`src/rtl/memory_access_stage.sv`:
```
// memory_access_stage: load/store unit between execute and writeback.
// One memory op in flight; upstream is stalled until it completes.
module memory_access_stage #(
    parameter int XLEN       = 32,
    parameter int REG_ADDR_W = 5
) (
    input  logic                  clk,
    input  logic                  rst,
    input  logic                  ex_valid,
    input  logic [XLEN-1:0]       ex_pc,
    input  logic [XLEN-1:0]       ex_alu_result,
    input  logic [XLEN-1:0]       ex_store_data,
    input  logic                  ex_mem_read,
    input  logic                  ex_mem_write,
    input  logic [2:0]            ex_funct3,
    input  logic [REG_ADDR_W-1:0] ex_rd_addr,
    input  logic                  ex_rd_we,
    input  logic                  flush,
    output logic                  stall,
    output logic                  dmem_req,
    output logic                  dmem_we,
    output logic [XLEN-1:0]       dmem_addr,
    output logic [3:0]            dmem_be,
    output logic [XLEN-1:0]       dmem_wdata,
    input  logic                  dmem_ready,
    input  logic                  dmem_rvalid,
    input  logic [XLEN-1:0]       dmem_rdata,
    output logic                  wb_valid,
    output logic [XLEN-1:0]       wb_pc,
    output logic [REG_ADDR_W-1:0] wb_rd_addr,
    output logic                  wb_rd_we,
    output logic [XLEN-1:0]       wb_rd_data,
    output logic                  misaligned
);
    typedef enum logic [1:0] {IDLE, REQ, WAIT} state_t;
    state_t state, nextState;
    logic [XLEN-1:0] addrQ, pcQ, storeQ, shifted, loadData;
    logic [REG_ADDR_W-1:0] rdQ;
    logic [1:0] sizeQ;
    logic unsignedQ, writeQ, rdWeQ;
    logic isMem, badAlign, accept, memStart, misTrap, doneStore, doneLoad;
    assign isMem     = ex_mem_read | ex_mem_write;
    assign badAlign  = (ex_funct3[1:0] == 2'd3) ||
                       (ex_funct3[1:0] == 2'd1 && ex_alu_result[0]) ||
                       (ex_funct3[1:0] == 2'd2 && ex_alu_result[1:0] != 2'd0);
    assign accept    = (state == IDLE) && ex_valid && !flush;
    assign memStart  = accept && isMem && !badAlign;
    assign misTrap   = accept && isMem && badAlign;
    assign doneStore = (state == REQ) && dmem_ready && writeQ;
    assign doneLoad  = (state == WAIT) && dmem_rvalid;
    always_ff @(posedge clk or posedge rst) begin
        if (rst) state <= IDLE;
        else     state <= nextState;
    end
    always_comb begin
        nextState = state;
        case (state)
            IDLE:    nextState = memStart ? REQ : IDLE;
            REQ:     nextState = dmem_ready ? (writeQ ? IDLE : WAIT) : REQ;
            default: nextState = dmem_rvalid ? IDLE : WAIT;
        endcase
    end
    always_ff @(posedge clk or posedge rst) begin
        if (rst) begin
            addrQ     <= '0;
            pcQ       <= '0;
            storeQ    <= '0;
            rdQ       <= '0;
            sizeQ     <= '0;
            unsignedQ <= 1'b0;
            writeQ    <= 1'b0;
            rdWeQ     <= 1'b0;
        end else if (memStart) begin
            addrQ     <= ex_alu_result;
            pcQ       <= ex_pc;
            storeQ    <= ex_store_data;
            rdQ       <= ex_rd_addr;
            sizeQ     <= ex_funct3[1:0];
            unsignedQ <= ex_funct3[2];
            writeQ    <= ex_mem_write;
            rdWeQ     <= ex_rd_we;
        end
    end
    assign stall      = (state != IDLE);
    assign dmem_req   = (state == REQ);
    assign dmem_we    = (state == REQ) && writeQ;
    assign dmem_addr  = {addrQ[XLEN-1:2], 2'b00};
    assign dmem_be    = (sizeQ == 2'd0 ? 4'h1 : sizeQ == 2'd1 ? 4'h3 : 4'hF) << addrQ[1:0];
    assign dmem_wdata = sizeQ == 2'd0 ? {(XLEN/8){storeQ[7:0]}} :
                        sizeQ == 2'd1 ? {(XLEN/16){storeQ[15:0]}} : storeQ;
    // Lane-aligned read data: move the addressed byte/half down to bit 0, then extend.
    assign shifted    = dmem_rdata >> {addrQ[1:0], 3'b000};
    assign loadData   = sizeQ == 2'd0 ? {{(XLEN-8){~unsignedQ & shifted[7]}}, shifted[7:0]} :
                        sizeQ == 2'd1 ? {{(XLEN-16){~unsignedQ & shifted[15]}}, shifted[15:0]} : shifted;
    always_ff @(posedge clk or posedge rst) begin
        if (rst) begin
            wb_valid   <= 1'b0;
            wb_pc      <= '0;
            wb_rd_addr <= '0;
            wb_rd_we   <= 1'b0;
            wb_rd_data <= '0;
            misaligned <= 1'b0;
        end else begin
            misaligned <= misTrap;
            wb_valid   <= (accept && !isMem) || misTrap || doneStore || doneLoad;
            if (accept && !isMem) begin
                wb_pc      <= ex_pc;
                wb_rd_addr <= ex_rd_addr;
                wb_rd_we   <= ex_rd_we;
                wb_rd_data <= ex_alu_result;
            end else if (misTrap) begin
                wb_pc      <= ex_pc;
                wb_rd_addr <= ex_rd_addr;
                wb_rd_we   <= 1'b0;
                wb_rd_data <= ex_alu_result;
            end else if (doneStore) begin
                wb_pc      <= pcQ;
                wb_rd_addr <= rdQ;
                wb_rd_we   <= 1'b0;
            end else if (doneLoad) begin
                wb_pc      <= pcQ;
                wb_rd_addr <= rdQ;
                wb_rd_we   <= rdWeQ;
                wb_rd_data <= loadData;
            end
        end
    end
endmodule

```
`config.mk`:
```
export PLATFORM = sky130hd
export DESIGN_NAME = memory_access_stage
export DESIGN_NICKNAME = d
export VERILOG_FILES = /design/src/rtl/memory_access_stage.sv
export SDC_FILE = /design/constraint.sdc
export NUM_CORES = 1
export LEC_CHECK = 0
export CAP_MARGIN = 20
export CORE_MARGIN = 2
export CORE_UTILIZATION = 40
export CTS_CLUSTER_SIZE = 25
export DETAILED_ROUTE_END_ITERATION = 8
export PLACE_DENSITY = 0.78
export SYNTH_ARGS = -nofsm -noshare
export SYNTH_HDL_FRONTEND = slang
export SYNTH_SLANG_ARGS = --single-unit
```
`constraint.sdc`:
```
create_clock -name clk -period 6.4 [get_ports clk]
set_input_delay 0.64 -clock clk [delete_from_list [all_inputs] [get_ports clk]]
set_output_delay 0.64 -clock clk [all_outputs]
set_load 0.1 [all_outputs]
```
* Yosys cells after proc, flatten, opt, wreduce, memory -nomap -nowiden
Cells that the tools add are included.
** Storage, ports and cells
- Memories :: 0
- Memory bits (read-only) :: 0
- Output and inout port bits :: 143
- Input bits :: 145
- Bits in latches :: 0
- Logic and storage cells :: 82
- Bits in registers :: 180
- RAM bits :: 0
** Operators by class
- Reduce and logical (&&, ||, !) cells :: 27
- Bitwise gates (word level) :: 4
- Add/subtract/negate cells :: 0
- Multiply operators :: 0
- Muxes and demuxes :: 27
- Div/mod/pow operators :: 0
- $lt $le $gt $ge :: 0
- Shift-type cells :: 2
- Equal/unequal tests :: 7
** Operators with widths (number)
- 2-to-1 mux 32 bit :: 12
- right shift 32 x 5 -> 32 bit :: 1
- 2-to-1 mux 5 bit :: 4
- logical AND 1 bit :: 12
- 2-to-1 mux 4 bit :: 2
- equality test 2 x 1 -> 1 bit (second input constant) :: 3
- equality test 2 bit (second input constant) :: 3
- 2-to-1 mux 2 bit :: 3
- logical OR 1 bit :: 5
- 2-to-1 mux 1 bit :: 5
- logical NOT 2 bit :: 2
- case mux 2 bit (2 select lines) :: 1
- nonzero test 2 bit :: 2
- nonzero test 4 bit :: 1
- << shifter 4 x 2 -> 4 bit :: 1
- logical NOT 1 bit :: 3
- != test 3 x 2 -> 1 bit (second input constant) :: 1
- nonzero test 3 bit :: 1
- bitwise AND 1 bit :: 2
- AND reduction 2 bit :: 1
- inverter 1 bit :: 1
- OR 1 bit :: 1

* Longest topological paths before layout
- Depth in word-level cells :: 8
- Mapped depth :: 9
- Gate-level depth less buffers :: 7

* Worst setup path before layout
OpenSTA, ideal clock, no wires.
- Path type :: flip-flop to output port
- From :: register sizeQ[0]
- To :: output dmem_wdata[24]
- Required time :: 5.760 ns
- Buffers on the path :: 2
- Cell stages (with the launch flop) :: 5
- Data arrival time :: 3.143 ns
- Setup slack :: 2.617 ns
- Path through :: dfrtp_1 clkbuf_1 buf_1 mux2i_1 o21ai_0
** On the way
- Cells in the longest elaborated chain, start to end :: 3
- Elaborated cells between the ends (all ways) :: 4
- Classes of those cells :: 1 x eq/ne; 2 x mux; 1 x reduce/logical
** Ends and longest elaborated chain
- from (decl) :: RTL line 39 : logic [1:0] sizeQ;
- from (signal assigned) :: RTL line 78 : sizeQ <= ex_funct3[1:0];
- equality test 2 x 1 -> 1 bit :: RTL line 90 : sizeQ == 2'd1 ? {(XLEN/16){storeQ[15:0]}} : storeQ;
- 2-to-1 mux 32 bit :: RTL line 90
- 2-to-1 mux 32 bit * :: RTL line 89 : assign dmem_wdata = sizeQ == 2'd0 ? {(XLEN/8){storeQ[7:0]}} :
- to (decl) :: RTL line 24 : output logic [XLEN-1:0] dmem_wdata,
Mark *: on every way between the ends. The rest lies on a longest branch, timed or not.

* Final worst setup path
- From :: register sizeQ[0]
- To :: output dmem_wdata[10]
** On the way
- Cells in the longest elaborated chain, start to end :: 2
** Ends and longest elaborated chain (RTL line)
- logical NOT 2 bit :: 89
- 2-to-1 mux 32 bit :: 89
Every way passes these cells.

==> flow_summary.toml <==
[timing]
final.setup.tns_ns = 0
tightest_slew_ns = 1.05
worst_rel_slew_slack_pct = 30.0
rsz0062_at_grt = "no"
timing.final.crit_share_pct = 60.7
finalHoldWorstSlack_ns = 0.493
final_count_of_pins_violating_max_slew = 0
maxClockFrequency_mhz = 257
finClkSkew_ns = 0.0117
finalWorstPathRequiredPeriod_ns = 3.88
setup-violations-final = 0
hold_violations = 0

[drt]
antenna_violating_nets_post_route = 0
post_drt_via_cell_ratio = 5.17
postRouteWirelength_mm = 24.2
wire_per_inst_um = 18.4
drc_violations = 0
firstDrtPassIters = 5
route.vias.total = 6798
detail_route.iter0.violations = 298

[synth]
ys.flop_type = "dfrtp_1"
yosysUniqueCellTypes = 38
synthesis.area_per_instance_um2 = 10.7
synthesis.area_mm2 = 0.00858
syn-instance-count = 805
synthesis_warnings = 0
yosysTopAreaCellShare_pct = 52.5
number_of_enable_flip_flop_cells_after_synthesis = 0
postSynth.asyncResetShare_pct = 100
synth_top_cells_by_area = "dfrtp_1 52%, mux2_2 12%, nand2_1 5.7%, mux2_1 3.8%, buf_4 3.6%"
synth_top_cell_by_area = "dfrtp_1"
seq_area_frac_synth_pct = 52.5
synth_seq_cells = 180

[worst_setup_path]
cp_max_fo = 15
critical_path_arrival_ns = 3.24
worstSetupPathType = "flop to output pin"
worst_setup_path_startpoint = "sizeQ[0]"
r2r_setup_slk_ns = 3.87
worstSetupStartpointType = "flop"
worst_r2r_startpoint = "state[0]"
cp_data_required_time_ns = 5.76
end_kind = "output pin"

[clocking]
cts.sinks = 180
tritoncts = "built"
htree_num_levels = 4
clk_transition_reported_paths_ns = 0.06
cts_inserted_buffers = 17
clock_path_buffers = 2
cts_resized = 0
cts.hold.buffers_added = 0
ctsRootBufferMaster = "clkbuf_16"
insertion_delay_ns = 0.42
cts_post_setup_buffers_inserted = 0

[place]
hpwl_mm = 17.2
place.port_buffers = 285
placed_cells = 1283
finalWeightedCongestion = 0.820

[global_route]
antenna_violations_before_repair = 0
number_of_global_route_vias_before_repair = 6728
largest_net_degree_at_the_start_of_global_routing = 130
grt_first_pass_wirelength_mm = 37.1
grt.overflow.total = 0
grtUsageTotal_pct = 21.2

[die]
io-pin-count = 288
rows = 53
core-area_mm2 = 0.0210
die_span_in_x_um = 150
start_util_pct = 40.8
design.die.area_mm2 = 0.0226
vertical_die_dimension_um = 150

[cells_and_area]
final_layout_size_suffix_gt1_share_pct = 14.0
diodes = 0
area_delta_synth_final_pct = 39.6
finish.net_count = 1172
final_cells = 1314
final_core_util_pct = 57.0

[worst_hold_path]
path_category_of_the_worst_min_delay_check = "flop to flop"
worstHoldStart = "addrQ[30]"

[status]
result_of_the_run = "completed"

[job]
timing.max_cap.violations = 0
==> placed cells by master, fill, tap and decap left out, types with 2 or more instances in the layout <==
master	n
a211oi_1	10
a21oi_1	17
a221o_1	9
a221oi_1	7
a31oi_1	37
and3_1	10
buf_4	10
bufinv_16	3
clkbuf_16	17
clkdlybuf4s50_1	285
clkinv_2	2
clkinv_4	3
conb_1	2
dfrtp_1	180
inv_1	4
inv_6	2
inv_8	3
mux2_1	29
mux2_2	93
mux2i_1	23
nand2_1	131
nand2b_1	3
nand3_1	10
nand3b_1	5
nor2_1	67
nor2b_1	2
nor3_1	10
o21a_1	2
o21ai_0	46
or2_2	3
==> through the flow <==
| step | setup WS (ns) | instance area, µm² |
|---|---|---|
| final | 2.52 | 12000 |
| after global routing | 2.31 | 12000 |
| after CTS | 2.50 | 12000 |
| after detailed placement | 2.97 | 11400 |
| after global placement | 3.05 | 11400 |
| after floorplan | 0.873 | 8590 |
==> sequential cells by signal, indices dropped and copies added (netlist names), 2 cells and up <==
| signal | count |
|---|---|
| wb_rd_addr | 5 |
| addrQ | 32 |
| state | 2 |
| sizeQ | 2 |
| wb_rd_data | 32 |
| rdQ | 5 |
| storeQ | 32 |
| wb_pc | 32 |
| pcQ | 32 |
==> path summary, 6_finish.rpt <==
path | to | depth (start not counted)
max | dmem_wdata[10] | 5
min | addrQ[30] | 1
max reg2reg | wb_rd_data[19] | 6
min reg2reg | addrQ[30] | 1
max in group asynchronous | storeQ[2] | 3
min in group asynchronous | pcQ[14] | 2
==> cell families (layout without fill, tap and decap cells) <==
family	Yosys count	in the layout	share of synthesized area [%]
buffers and inverters	99	332	6.62
DFF	180	180	52.5
muxes	146	146	18.9
and+or+nand+nor	245	245	12.1
other	1	2	0.0437
AOI/OAI and AO/OA	134	134	9.78
==> layer usage <==
metal | track usage [%] | routed length (µm) | up-vias
li1 | - | - | 3207
met1 | 27.7 | 10300 | 3324
met2 | 34.5 | 11600 | 240
met3 | 6.15 | 1900 | 27
met4 | 5.90 | 405 | 0
met5 | 0 | 0 | -
==> critical path: stages (launching register included) <==
cell and delay [ns]:
dfrtp_1 0.63, nor2_1 0.65, buf_4 0.28, nand2_1 0.07
nand2_1 0.07, clkdlybuf4s50_1 1.12
==> cell type report <==
class	count	area, µm²
multi-input cells	527	3550
repair buffers	296	2950
clock inverters	13	174
flip-flops and latches	180	4500
inverters	5	26.3
fillers	1774	9040
clock buffers	18	439
well taps	275	344
==> synthesized netlist by cell type (all sizes together), types with 2 or more instances <==
master and number:
dfrtp 180, nand3b 5, a211oi 10, nand2 131, mux2 122, or2 3, inv 5, buf 73
and3 10, nand2b 3, mux2i 23, nor3 10, a221oi 7, o211ai 2, o21ai 47, a221o 9
nand3 10, o21a 2, a31oi 37, nor2b 2, nor2 68, a21oi 17, clkbuf 21
Power is left out: the tool's default activity adds up to more than one toggle a clock period on the data nets, which glitch-free logic cannot reach.
